### src/rtl/phase_sequencer_pkg.sv
// Shared types and constants for the phase sequencer block.
// Latency: n/a (types and constants only).
// Backpressure: n/a.
package phase_sequencer_pkg;

  localparam int PHASE_W = 6;
  localparam logic [PHASE_W-1:0] LAST_PHASE = 6'd63;

  typedef enum logic [1:0] {
    IDLE = 2'd0,
    RUN  = 2'd1,
    HOLD = 2'd2
  } state_t;

endpackage

### src/rtl/phase_sequencer_if.sv
// Handshake and phase-control bundle between the sequencer and its MAC/consumer side.
// Latency: n/a (wires only).
// Backpressure: out_ready from the consumer holds the result; in_ready gates samples.
interface phase_sequencer_if;
  import phase_sequencer_pkg::*;

  logic               clk_enable;
  logic               in_valid;
  logic               in_ready;
  logic [PHASE_W-1:0] current_count;
  logic               busy;
  logic               acc_clear;
  logic               acc_enable;
  logic               out_valid;
  logic               out_ready;

  // Sequencer side.
  modport master (
    input  clk_enable,
    input  in_valid,
    input  out_ready,
    output in_ready,
    output current_count,
    output busy,
    output acc_clear,
    output acc_enable,
    output out_valid
  );

  // Producer/consumer/datapath side.
  modport slave (
    output clk_enable,
    output in_valid,
    output out_ready,
    input  in_ready,
    input  current_count,
    input  busy,
    input  acc_clear,
    input  acc_enable,
    input  out_valid
  );

endinterface

### src/rtl/phase_sequencer_phase_decode.sv
// Decodes first and last phase of a frame, qualified by the phase-advance enable.
// Latency: combinational, zero cycles.
// Backpressure: none; pure decode.
module phase_sequencer_phase_decode
  import phase_sequencer_pkg::*;
(
  input  logic [PHASE_W-1:0] count,
  input  logic               enable,
  output logic               phase_0,
  output logic               phase_63
);

  assign phase_0  = enable & (count == '0);
  assign phase_63 = enable & (count == LAST_PHASE);

endmodule

### src/rtl/phase_sequencer.sv
// Steps a 64-phase MAC frame per accepted sample and hands the result to a consumer.
// Latency: 64 enabled cycles + 1 clk from sample acceptance to out_valid.
// Backpressure: result held in HOLD until out_ready; no sample accepted while RUN or held.
module phase_sequencer
  import phase_sequencer_pkg::*;
#(
  parameter int NUM_PHASES = 64
) (
  input  logic               clk,
  input  logic               reset_n,
  phase_sequencer_if.master  seq
);

  // The counter width fixes the frame length; any other phase count cannot be built.
  if (NUM_PHASES != (1 << PHASE_W)) begin : g_num_phases_check
    $error("phase_sequencer: NUM_PHASES must be 64");
  end

  state_t             state;
  state_t             state_next;
  logic [PHASE_W-1:0] count;
  logic [PHASE_W-1:0] count_next;
  logic               armed;
  logic               phase_0;
  logic               phase_63;

  logic in_ready;
  logic busy;
  logic out_valid;
  logic acc_clear;
  logic acc_enable;

  phase_sequencer_phase_decode u_phase_decode (
    .count    (count),
    .enable   (seq.clk_enable),
    .phase_0  (phase_0),
    .phase_63 (phase_63)
  );

  // State, phase counter and the post-reset arm flag (keeps in_ready low until the first edge).
  always_ff @(posedge clk or negedge reset_n) begin
    if (!reset_n) begin
      state <= IDLE;
      count <= '0;
      armed <= 1'b0;
    end else begin
      state <= state_next;
      count <= count_next;
      armed <= 1'b1;
    end
  end

  // Next-state, counter update and handshake/datapath controls.
  always_comb begin
    state_next = state;
    count_next = count;
    in_ready   = 1'b0;
    busy       = 1'b0;
    out_valid  = 1'b0;
    acc_clear  = 1'b0;
    acc_enable = 1'b0;
    case (state)
      IDLE: begin
        in_ready   = armed;
        count_next = '0;
        if (seq.in_valid && armed) begin
          state_next = RUN;
        end
      end
      RUN: begin
        busy       = 1'b1;
        acc_enable = seq.clk_enable;
        acc_clear  = phase_0;
        if (seq.clk_enable) begin
          // 63 + 1 wraps to 0 in six bits, ready for the next frame.
          count_next = count + PHASE_W'(1);
        end
        if (phase_63) begin
          state_next = HOLD;
        end
      end
      HOLD: begin
        out_valid  = 1'b1;
        count_next = '0;
        if (seq.out_ready) begin
          // Taking a new sample in the same cycle the result drains avoids an IDLE bubble.
          in_ready   = 1'b1;
          state_next = seq.in_valid ? RUN : IDLE;
        end
      end
      default: begin
        state_next = IDLE;
        count_next = '0;
      end
    endcase
  end

  assign seq.in_ready      = in_ready;
  assign seq.busy          = busy;
  assign seq.out_valid     = out_valid;
  assign seq.acc_clear     = acc_clear;
  assign seq.acc_enable    = acc_enable;
  assign seq.current_count = count;

endmodule

### src/flat_wrapper.sv
// flat-port wrapper written by rule: the top's interface ports become plain ports
module phase_sequencer_flat import phase_sequencer_pkg::*;
#(
  parameter int NUM_PHASES = 64
)
  (clk, reset_n, seq_clk_enable, seq_in_valid, seq_out_ready, seq_in_ready, seq_current_count, seq_busy, seq_acc_clear, seq_acc_enable, seq_out_valid);
  phase_sequencer_if seq_i ();
  input  logic clk;
  input  logic reset_n;
  input wire logic [$bits(seq_i.clk_enable)-1:0] seq_clk_enable;
  input wire logic [$bits(seq_i.in_valid)-1:0] seq_in_valid;
  input wire logic [$bits(seq_i.out_ready)-1:0] seq_out_ready;
  output wire logic [$bits(seq_i.in_ready)-1:0] seq_in_ready;
  output wire logic [$bits(seq_i.current_count)-1:0] seq_current_count;
  output wire logic [$bits(seq_i.busy)-1:0] seq_busy;
  output wire logic [$bits(seq_i.acc_clear)-1:0] seq_acc_clear;
  output wire logic [$bits(seq_i.acc_enable)-1:0] seq_acc_enable;
  output wire logic [$bits(seq_i.out_valid)-1:0] seq_out_valid;
  assign seq_i.clk_enable = seq_clk_enable;
  assign seq_i.in_valid = seq_in_valid;
  assign seq_i.out_ready = seq_out_ready;
  assign seq_in_ready = seq_i.in_ready;
  assign seq_current_count = seq_i.current_count;
  assign seq_busy = seq_i.busy;
  assign seq_acc_clear = seq_i.acc_clear;
  assign seq_acc_enable = seq_i.acc_enable;
  assign seq_out_valid = seq_i.out_valid;
  phase_sequencer #(.NUM_PHASES(NUM_PHASES)) u_core (.clk(clk), .reset_n(reset_n), .seq(seq_i));
endmodule
### config.mk
export PLATFORM = sky130hd
export DESIGN_NAME = phase_sequencer_flat
export DESIGN_NICKNAME = d
export VERILOG_FILES = /design/src/rtl/phase_sequencer_pkg.sv /design/src/rtl/phase_sequencer_if.sv /design/src/rtl/phase_sequencer_phase_decode.sv /design/src/rtl/phase_sequencer.sv /design/src/flat_wrapper.sv
export SDC_FILE = /design/constraint.sdc
export NUM_CORES = 1
export LEC_CHECK = 0
export ABC_AREA = 1
export BUFFER_PORTS_ARGS = -buffer_cell sky130_fd_sc_hd__buf_2
export CORE_AREA = 2 2 39 41
export CTS_CLUSTER_DIAMETER = 100
export DETAILED_ROUTE_END_ITERATION = 12
export DIE_AREA = 0 0 41 43
export PLACE_DENSITY = 0.66
export RECOVER_POWER = 25
export REMOVE_ABC_BUFFERS = 1
export SLEW_MARGIN = 15
export SYNTH_ARGS = -nofsm -noshare
export SYNTH_HDL_FRONTEND = slang
export SYNTH_SLANG_ARGS = --single-unit
### constraint.sdc
create_clock -name clk -period 0.99 [get_ports clk]
set_input_delay 0.099 -clock clk [delete_from_list [all_inputs] [get_ports clk]]
set_output_delay 0.099 -clock clk [all_outputs]
set_load 0.02 [all_outputs]
## Yosys cells after proc, flatten, opt, wreduce, memory -nomap -nowiden

Cells that the tools add are included.

| cells by class | value |
|---|---|
| add/subtract/negate cells | 1 |
| equal/unequal tests | 7 |
| muxes and demuxes | 13 |
| bitwise operators | 2 |
| reduce and logical (&&, ||, !) cells | 4 |

Operator list:

| cell | count |
|---|---|
| $mux 6 | 2 |
| $add 6x1->6 const B | 1 |
| $eq 6x6->1 const B | 1 |
| $logic_not 6->1 | 1 |
| $mux 1 | 6 |
| $mux 2 | 3 |
| $pmux 2 s3 | 1 |
| $ne 2x1->1 const B | 2 |
| $ne 2x2->1 const B | 2 |
| $reduce_and 3->1 | 1 |
| $and 1x1->1 | 2 |
| $eq 2x1->1 const B | 1 |
| $eq 2x2->1 const B | 1 |
| $logic_not 2->1 | 1 |
| $pmux 1 s2 | 1 |
| $logic_and 1x1->1 | 1 |

| storage, ports and cells | value |
|---|---|
| register bits | 9 |
| input bits | 5 |
| output and inout bits | 11 |
| logic and storage cells | 30 |

## Depth between registers and ports, before layout

Gate-level depths: netlist of the first run.

| depth | value |
|---|---|
| depth in word-level cells | 4 |
| gate-level depth with buffers | 7 |
| gate-level depth less buffers | 7 |

## Hierarchy

A second synthesis of the first run with hierarchy kept.

| second synthesis, totals | value |
|---|---|
| cells, all modules | 76 |
| area, all modules | 516.7 sq um |

By module, submodules not included:

| module | times used | cells an instance | area an instance (sq um) | seq. area each (sq um) |
|---|---|---|---|---|
| phase_sequencer | 1 | 62 | 459.2 | 225.2 |
| phase_sequencer_phase_decode | 1 | 14 | 57.6 | 0.0 |

## Worst setup path before layout of the first run

Ideal clock, no wire load.

| timing path | value |
|---|---|
| kind | reg-to-output |
| start | register u_core.count[0] (netlist: u_core.seq.current_count[0]) |
| end | output port seq_acc_clear |
| arrival | 1148 ps |
| data required time | 891 ps |
| slack | -257 ps |
| cell stages (with the launch flop) | 5 |
| path buffers | 0 |
| cell sequence | dfrtp_1 > inv_1 > ha_1 > nand3_1 > nor3_2 |

| between the ends | value |
|---|---|
| word-level cells in the longest chain between the ends | 3 |

Ends and longest elaborated chain:

| item | line | text |
|---|---|---|
| from (decl) | phase_sequencer.sv:21 | `logic [PHASE_W-1:0] count;` |
| from (signal assigned) | phase_sequencer.sv:48 | `count <= count_next;` |
| $logic_not 6->1 | phase_sequencer_phase_decode.sv:13 | `assign phase_0 = enable & (count == '0);` |
| $and 1x1->1 | phase_sequencer_phase_decode.sv:13 |  |
| $mux 1 | phase_sequencer.sv:62 | `case (state)` |
| to (decl) | flat_wrapper.sv:16 | `output wire logic [$bits(seq_i.acc_clear)-1:0] seq_acc_clear;` |

No other way between the ends.

## Final worst setup path of the first run

Ends and elaborated chain as after synthesis.

==> results.toml, run 1 <==
[timing]
slew_violations = 0
final-setup-viol-count = 17
hold_violations = 0
whs_ns = 0.1640
finClkSkew_ns = 0.002398
maxSlewHeadroom_pct = 65.05
period_minus_slack_ns = 1.393
worstMarginPinSlew_ns = 0.5242
rsz0062_at_grt = "yes"
final.setup.worst_slack_ns = -0.4032
fmax_ghz = 0.7177
finalCritPeriodShare_pct = 140.7

[detailed_routing]
dr.pass1.iters = 4
dr.first_iter.drc_count = 17
num_vias = 651
drc = 0
antenna_left = 0
wirelength_um = 1802
viasPerCell = 4.969
routedWlPerCell_um = 13.76

[worst_setup_path]
crit_slowest_cell = "dfrtp_1"
end_kind = "output port"
required_ns = 0.89
cp_slowest_stage_delay_ns = 0.39
start_kind = "flop"
r2r_cells = 9
r2r-start = "u_core.seq.current_count[1]"
cp_cell_sequence = "inv_2 > ha_4 > nand3_2 > nor3_2 > buf_4"
arrival_ns = 1.29
r2r_end = "u_core.seq.current_count[4]"
path_max_fanout = 2
path_class = "flop to output port"
reg2reg_slack_ns = -0.33

[layout]
syn2layout_area_growth_pct = 95.70
utilization_pct = 74.14
drive_above_1_share_pct = 61.74
final_nets = 123
diodes = 0

[synth]
ys.flop_type = "dfrtp_1"
synth_top_cell_by_area = "dfrtp_1"
syn_inst = 71
yosysTopAreaCellShare_pct = 42.96
synth-edff-count = 0
synth.area.top_cells = "dfrtp_1 (43%), nand2_1 (14%), inv_1 (7.9%)"
netlist_top_cells_count = "nand2_1 (20), inv_1 (11), nor2_1 (10)"
async_flop_share_pct = 100.0
yosysWarnings = 0
syn_area_um2 = 524.3
ys_seq_area_share_pct = 42.96
synth.avg_cell_area_um2 = 7.384
yosysMostFrequentCell = "nand2_1"
yosys.cell_types.count = 18
synth-seq-cells = 9

[clocking]
path_clk_slew_ns = 0.06
worstSkewPairLatency_ns = 0.26
root_buffer = "clkbuf_4"
h-tree-depth = 1
cts_max_path_buffers = 2
cts_tree = "yes"
cts.sinks = 9
cts_buffers = 3

[worst_hold_path]
min-delay-start = "seq_out_ready"
min_to = "u_core.state[0]"
hold_class = "input pin to flop"
whs_path_depth = 3

[global_routing]
grt_util_all_layers_pct = 21.58
grt_max_degree = 10
grt_pass1_vias = 588
grt_pass1_wl_um = 2525
antenna_found_initial = 0
overflow = 0

[die]
initial_core_util_pct = 37.88
placement_rows = 14
core_area_um2 = 1384
die_w_um = 41
io_pins = 16
die_area_um2 = 1763
die_y_um = 43

[placed_design]
dpl.hpwl_um = 870.2
gp_congestion = 0.8382
post-place-ws_ns = -0.1302
port-buffer-count = 15

[job]
cap_violations = 0

[run_status]
violations = "negative setup slack"
status = "finished with violations"

[power]
peakVddDrop_mv = 1.265
p_leak_nw = 0.5147
power.density_nw_per_um2 = 2248
finalPower_mw = 2.307
metal layers:
metal  global-route usage [%]  share of wire (%)  vias up
met4                    12.00                4.1        0
met2                    35.94                 51       31
met1                    25.50                 40      306
met3                    1.571                4.8        8
met5                        0                  0        -
li1                         -                  -      306
worst max-delay path, delay by kind of cell, from the launching register on:
kind / cells / cell delay, ns
adders and majority gates: 1 / 0.14
buffers and inverters: 2 / 0.25
and+or+nand+nor: 2 / 0.26
DFF: 1 / 0.39
cell type report:
cell class	instances	area, µm²
multi-input combinational	50	357.8
fill	94	357.8
inverter	12	50.05
clock buffer	4	26.28
tap	16	20.02
sequential	9	226.5
timing repair buffer	40	345.3
timing repair:
item | 4_1_cts | 5_1_grt
setup endpoints to repair | 16 | 18
pin swaps | 12 | 9
cloned | 0 | 0
hold endpoints to repair | 9 | 0
hold buffers | 1 | 0
buffers inserted | 11 | 6
resized for setup | 48 | 9
layout by cell type (no fill, tap or decap), types with 4 or more instances in the layout:
cell     instances
nor2_1           9
buf_6           15
buf_2            4
nand2_2          6
inv_2            4
buf_4           19
dfrtp_1          8
inv_1            6
nand2_1         13
cell families (layout without fill, tap and decap cells):
logic type      after synthesis  after routing  share of synthesized area (%)
simple gates                 39             39                          32.94
flops                         9              9                          42.96
compound gates                7              7                          8.353
fa+ha+maj                     2              2                          4.773
other cells                   1              1                         0.7153
buf+inv                      12             56                          8.591
xor+xnor                      1              1                          1.671
power by group:
group	switching [mW]	leakage (nW)	internal [mW]	total, mW
sequential	0.0591	0.118	0.431	0.490
combinational	0.770	0.382	0.759	1.53
clock	0.131	0.0150	0.155	0.287
total	0.961	0.515	1.35	2.31
stage by stage:
stage,TNS (ns),std cells,instance area (µm²)
global route,-4.132,131,1026
CTS,-3.086,127,970.9
global placement,-0.2656,112,694.4
floorplan,-1.061,71,524.3
detailed placement,-0.3933,112,694.4
finish,-3.382,131,1026
worst max-delay path by stage:
| stage | startpoint | end | slack [ns] | cells after the start |
|---|---|---|---|---|
| 2_1_floorplan | u_core.seq.current_count[0] | seq_acc_clear | -0.26 | 4 |
| 5_1_grt | u_core.seq.current_count[0] | seq_acc_clear | -0.45 | 5 |
| 4_1_cts | u_core.seq.current_count[1] | seq_acc_clear | -0.36 | 5 |
| 3_5_place_dp | u_core.seq.current_count[0] | seq_acc_clear | -0.13 | 5 |
| 3_3_place_gp | u_core.seq.current_count[0] | seq_acc_clear | -0.1 | 5 |
| 6_report | u_core.seq.current_count[0] | seq_acc_clear | -0.40 | 5 |
flip-flops by register name, indices dropped and copies added (netlist names):
| name | count |
|---|---|
| u_core.armed | 1 |
| u_core.seq.current_count | 6 |
| u_core.state | 2 |
No activity file was read; power rests on OpenSTA's default activity.
==> inputs of run 2 (changes only) <==
- PLACE_DENSITY: 0.66 -> unset
- clock period: 0.99 -> 1.3 ns (I/O delays scaled with it)
==> results.toml, run 2 (synthesis gave the netlist of run 1 again) <==
[clocking]
root_buffer = "clkbuf_4"
h-tree-depth = 1
path_clk_slew_ns = 0.06
cts_buffers = 3
worstSkewPairLatency_ns = 0.25
cts.sinks = 9
cts_max_path_buffers = 2
cts_tree = "yes"

[placed_design]
gp_congestion = 0.7646
dpl.hpwl_um = 880.9
port-buffer-count = 15
post-place-ws_ns = 0.06305

[timing]
rsz0062_at_grt = "yes"
finalCritPeriodShare_pct = 102.7
final.setup.worst_slack_ns = -0.03575
maxSlewHeadroom_pct = 64.12
slew_violations = 0
worstMarginPinSlew_ns = 0.5382
fmax_ghz = 0.7486
whs_ns = 0.1933
period_minus_slack_ns = 1.336
hold_violations = 0
finClkSkew_ns = 0.001061
final-setup-viol-count = 2

[detailed_routing]
dr.first_iter.drc_count = 8
num_vias = 513
drc = 0
antenna_left = 0
routedWlPerCell_um = 10.06
viasPerCell = 4.461
wirelength_um = 1157
dr.pass1.iters = 5

[layout]
syn2layout_area_growth_pct = 42.00
diodes = 0
drive_above_1_share_pct = 38.38
largest_reg_flops = 6
final_nets = 107
final_common_cell = "nand2_1"
mostFrequentLayoutCells = "nand2_1 (20), buf_2 (11), buf_4 (11), nor2_1 (10), dfrtp_1 (9)"
utilization_pct = 53.80

[power]
seqPwrFrac_pct = 28.0
clockPowerShare_pct = 15.6
peakVddDrop_mv = 0.7716
p_sw_share_pct = 40.94
comb_power_share_pct = 56.4
p_leak_nw = 0.4100
finalPower_mw = 1.316
power.density_nw_per_um2 = 1768
p_switching_mw = 0.5387
intPower_mw = 0.7772

[die]
initial_core_util_pct = 37.88
io_pins = 16
die_y_um = 43
die_w_um = 41
core_area_um2 = 1384
placement_rows = 14
die_area_um2 = 1763

[run_status]
status = "finished with violations"
violations = "negative setup slack"

[global_routing]
grt_max_degree = 10
grt_util_all_layers_pct = 16.09
grt_pass1_wl_um = 1925
grt_pass1_vias = 478
overflow = 0
antenna_found_initial = 0

[worst_setup_path]
path_class = "flop to output port"
crit_slowest_cell = "dfrtp_1"
path_max_fanout = 3
cp_cell_sequence = "inv_2 > nor2_4 > nand2_4 > nor3_2 > buf_4"
end_kind = "output port"
required_ns = 1.17
arrival_ns = 1.21
start_kind = "flop"
cp_slowest_stage_delay_ns = 0.37

[worst_hold_path]
hold_class = "input pin to flop"

[job]
cap_violations = 0
run 2: changes by cell type in the layout (fill, tap and decap cells not counted), moves of 5 or more:
cell     before  now
buf_4        19   11
buf_6        15    0
buf_2         4   11
nand2_2       6    1
nand2_1      13   20
run 2: what timing repair did:
item                                   4_1_cts  5_1_grt
resized for setup                            7        3
pin swaps                                    2        0
endpoints found under the hold margin        9        0
setup endpoints to repair                    3        3
cloned                                       0        0
setup buffers                                7        0
hold buffers                                 1        0
run 2: worst max-delay path: cells and delay by family (launching register included):
family	cells	cell delay [ns]
buf+inv	2	0.22
simple gates	3	0.37
flops	1	0.37
run 2: path summary, 6_finish.rpt:
kind | to | depth (start not counted) | startpoint | slack (ns)
setup / recovery | seq_acc_clear | 5 | u_core.state[0] | -0.04
hold / removal | u_core.state[0] | 3 | seq_out_ready | 0.19
setup reg to reg | u_core.seq.current_count[4] | 8 | u_core.seq.current_count[0] | 0.11
hold reg to reg | u_core.seq.current_count[5] | 3 | u_core.seq.current_count[5] | 0.57
max in group asynchronous | u_core.state[1] | 2 | reset_n | 0.58
min in group asynchronous | u_core.seq.current_count[3] | 2 | reset_n | 0.37
run 2: power by group through the flow:
| stage | registers, mW | clock network (mW) | logic [mW] |
|---|---|---|---|
| global placement | 0.377 | 0 | 0.538 |
| CTS | 0.367 | 0.216 | 0.719 |
| finish | 0.369 | 0.205 | 0.742 |
| global route | 0.373 | 0.229 | 0.816 |
| floorplan | 0.392 | 0 | 0.362 |
| detailed placement | 0.377 | 0 | 0.550 |
run 2: metrics by stage:
| step | std cells | instance area (µm²) | setup TNS (ns) |
|---|---|---|---|
| 6_report | 115 | 744.5 | -0.04457 |
| 3_5_place_dp | 103 | 626.9 | 0 |
| 2_1_floorplan | 71 | 524.3 | 0 |
| 3_3_place_gp | 103 | 626.9 | 0 |
| 4_1_cts | 115 | 735.7 | -0.06335 |
| 5_1_grt | 115 | 744.5 | -0.1813 |
run 2: metal layers:
layer  wire (µm)  vias up  GRT usage, %
met3          61        0         7.853
met5           0        -             0
met4           0        0         2.000
met1         520      232         20.13
li1            -      270             -
met2         575       11         25.00
run 2: final cells by class:
class | instances | area (µm²)
tap | 16 | 20.02
sequential | 9 | 225.2
timing repair buffer | 24 | 151.4
fill | 149 | 639.4
inverter | 12 | 45.04
multi-input combinational | 50 | 276.5
clock buffer | 4 | 26.28
==> inputs of run 3 (changes only) <==
- MAX_ROUTING_LAYER: unset -> met4
- PLACE_DENSITY: unset -> 0.66
- clock period: 1.3 -> 1.2 ns (I/O delays scaled with it)
==> results.toml, run 3 (synthesis gave the netlist of run 1 again) <==
[die]
die_y_um = 43
die_area_um2 = 1763
placement_rows = 14
die_w_um = 41
core_area_um2 = 1384
io_pins = 16
initial_core_util_pct = 37.88

[detailed_routing]
highest_layer = "met4"
num_vias = 518
drc = 0
route.layer.met1.wl_um = 498
dr.first_iter.drc_count = 13
wl_met3_um = 48
routedWlPerCell_um = 9.922
antenna_left = 0
dr_wl_met2_um = 579
wirelength_um = 1141
viasPerCell = 4.504
dr.pass1.iters = 4

[run_status]
status = "finished with violations"
violations = "negative setup slack"

[global_routing]
grt_pass1_wl_um = 1669
grt_util_all_layers_pct = 14.54
grt_max_degree = 10
overflow = 0
antenna_found_initial = 0
grt_pass1_vias = 421

[worst_setup_path]
r2r_end = "u_core.state[1]"
r2r_cells = 8
arrival_ns = 1.20
path_max_fanout = 2
end_kind = "output port"
path_class = "flop to output port"
crit_slowest_cell = "dfrtp_1"
r2r-start = "u_core.seq.current_count[0]"
reg2reg_slack_ns = 0.04
cp_slowest_stage_delay_ns = 0.40
cp_num_buf_inv = 2
critPathTopFamily = "flip-flops"
cp_cell_sequence = "inv_2 > ha_1 > nand3_1 > nor3_2 > buf_4"
start_kind = "flop"
required_ns = 1.08

[placed_design]
dpl_cell_area_um2 = 641.9
port-buffer-count = 15
dpl.hpwl_um = 837.7
dp_cells = 105
gp_congestion = 0.8194

[timing]
rsz0062_at_grt = "yes"
final.setup.worst_slack_ns = -0.1198
worstMarginPinSlew_ns = 0.5046
fmax_ghz = 0.7577
final-setup-viol-count = 3
hold_violations = 0
period_minus_slack_ns = 1.320
finClkSkew_ns = 0.002003
maxSlewHeadroom_pct = 66.36
finalCritPeriodShare_pct = 110.0
whs_ns = 0.2145
slew_violations = 0

[layout]
fillers = 124
largest_reg_flops = 6
final_common_cell = "nand2_1"
final_cell_count_no_fill = 115
design_area_um2 = 772.0
regArea_um2 = 225.2
mostFrequentLayoutCells = "nand2_1 (17), nor2_1 (10), buf_2 (9), dfrtp_1 (9), buf_4 (8)"
syn2layout_area_growth_pct = 47.26
multi_input_area_um2 = 277.8
final_nets = 107
diodes = 0
drive_above_1_share_pct = 42.42

[worst_hold_path]
whs_path_depth = 5
min-delay-start = "seq_in_valid"
hold_class = "input pin to flop"
min_to = "u_core.state[1]"

[power]
peakVddDrop_mv = 0.9528
power.density_nw_per_um2 = 1956
p_leak_nw = 0.3998

[clocking]
path_clk_slew_ns = 0.06
root_buffer = "clkbuf_4"
h-tree-depth = 1
cts_max_path_buffers = 2
worstSkewPairLatency_ns = 0.26
cts_tree = "yes"
cts_buffers = 3
cts.sinks = 9

[job]
cap_violations = 0
-- run 3: how the worst max path moves through the flow --
stage	start	to	depth (start not counted)
final	u_core.seq.current_count[0]	seq_acc_clear	5
after global routing	u_core.state[0]	seq_acc_clear	5
after CTS	u_core.state[0]	seq_acc_clear	5
after detailed placement	u_core.seq.current_count[1]	seq_acc_clear	5
after global placement	u_core.seq.current_count[1]	seq_acc_clear	5
after floorplan	u_core.seq.current_count[0]	seq_acc_clear	4
-- run 3: worst min-delay path, delay by kind of cell --
family | cells | cell delay (ns)
simple gates | 4 | 0.20
buf+inv | 1 | 0.10
-- run 3: what timing repair did --
item	in CTS	in global routing
setup endpoints to repair	4	8
hold buffers	1	0
resized for setup	17	4
hold endpoints to repair	9	0
pin swaps	3	1
setup buffers	5	0
-- run 3: stage by stage --
stage          setup TNS, ns  total power [mW]  util (%)  setup WS (ns)
6_report             -0.2718             1.510     55.79        -0.1198
3_5_place_dp               0             1.044     46.38        0.04669
3_3_place_gp               0             1.034     46.38        0.07637
2_1_floorplan       -0.06829            0.8170         -       -0.06829
5_1_grt              -0.6172             1.616     55.79        -0.1733
4_1_cts              -0.2726             1.487     54.61        -0.1213
-- run 3: power breakdown --
group	internal, mW	switching, mW	leakage [nW]	total (mW)
clock network	0.128	0.109	0.0150	0.237
registers	0.356	0.0458	0.120	0.402
logic	0.399	0.472	0.265	0.871
total	0.883	0.627	0.400	1.51
-- run 3: area by class of cell --
| class | instances | area share (%) |
|---|---|---|
| clock buffer | 4 | 3.404 |
| sequential | 9 | 29.17 |
| tap | 16 | 2.593 |
| multi-input combinational | 50 | 35.98 |
| inverter | 12 | 6.159 |
| timing repair buffer | 24 | 22.69 |
-- run 3: per-layer routing --
layer	vias up	GRT usage, %
met3	2	3.141
met2	18	22.19
li1	273	-
met5	-	-
met1	225	17.88
met4	0	6.000
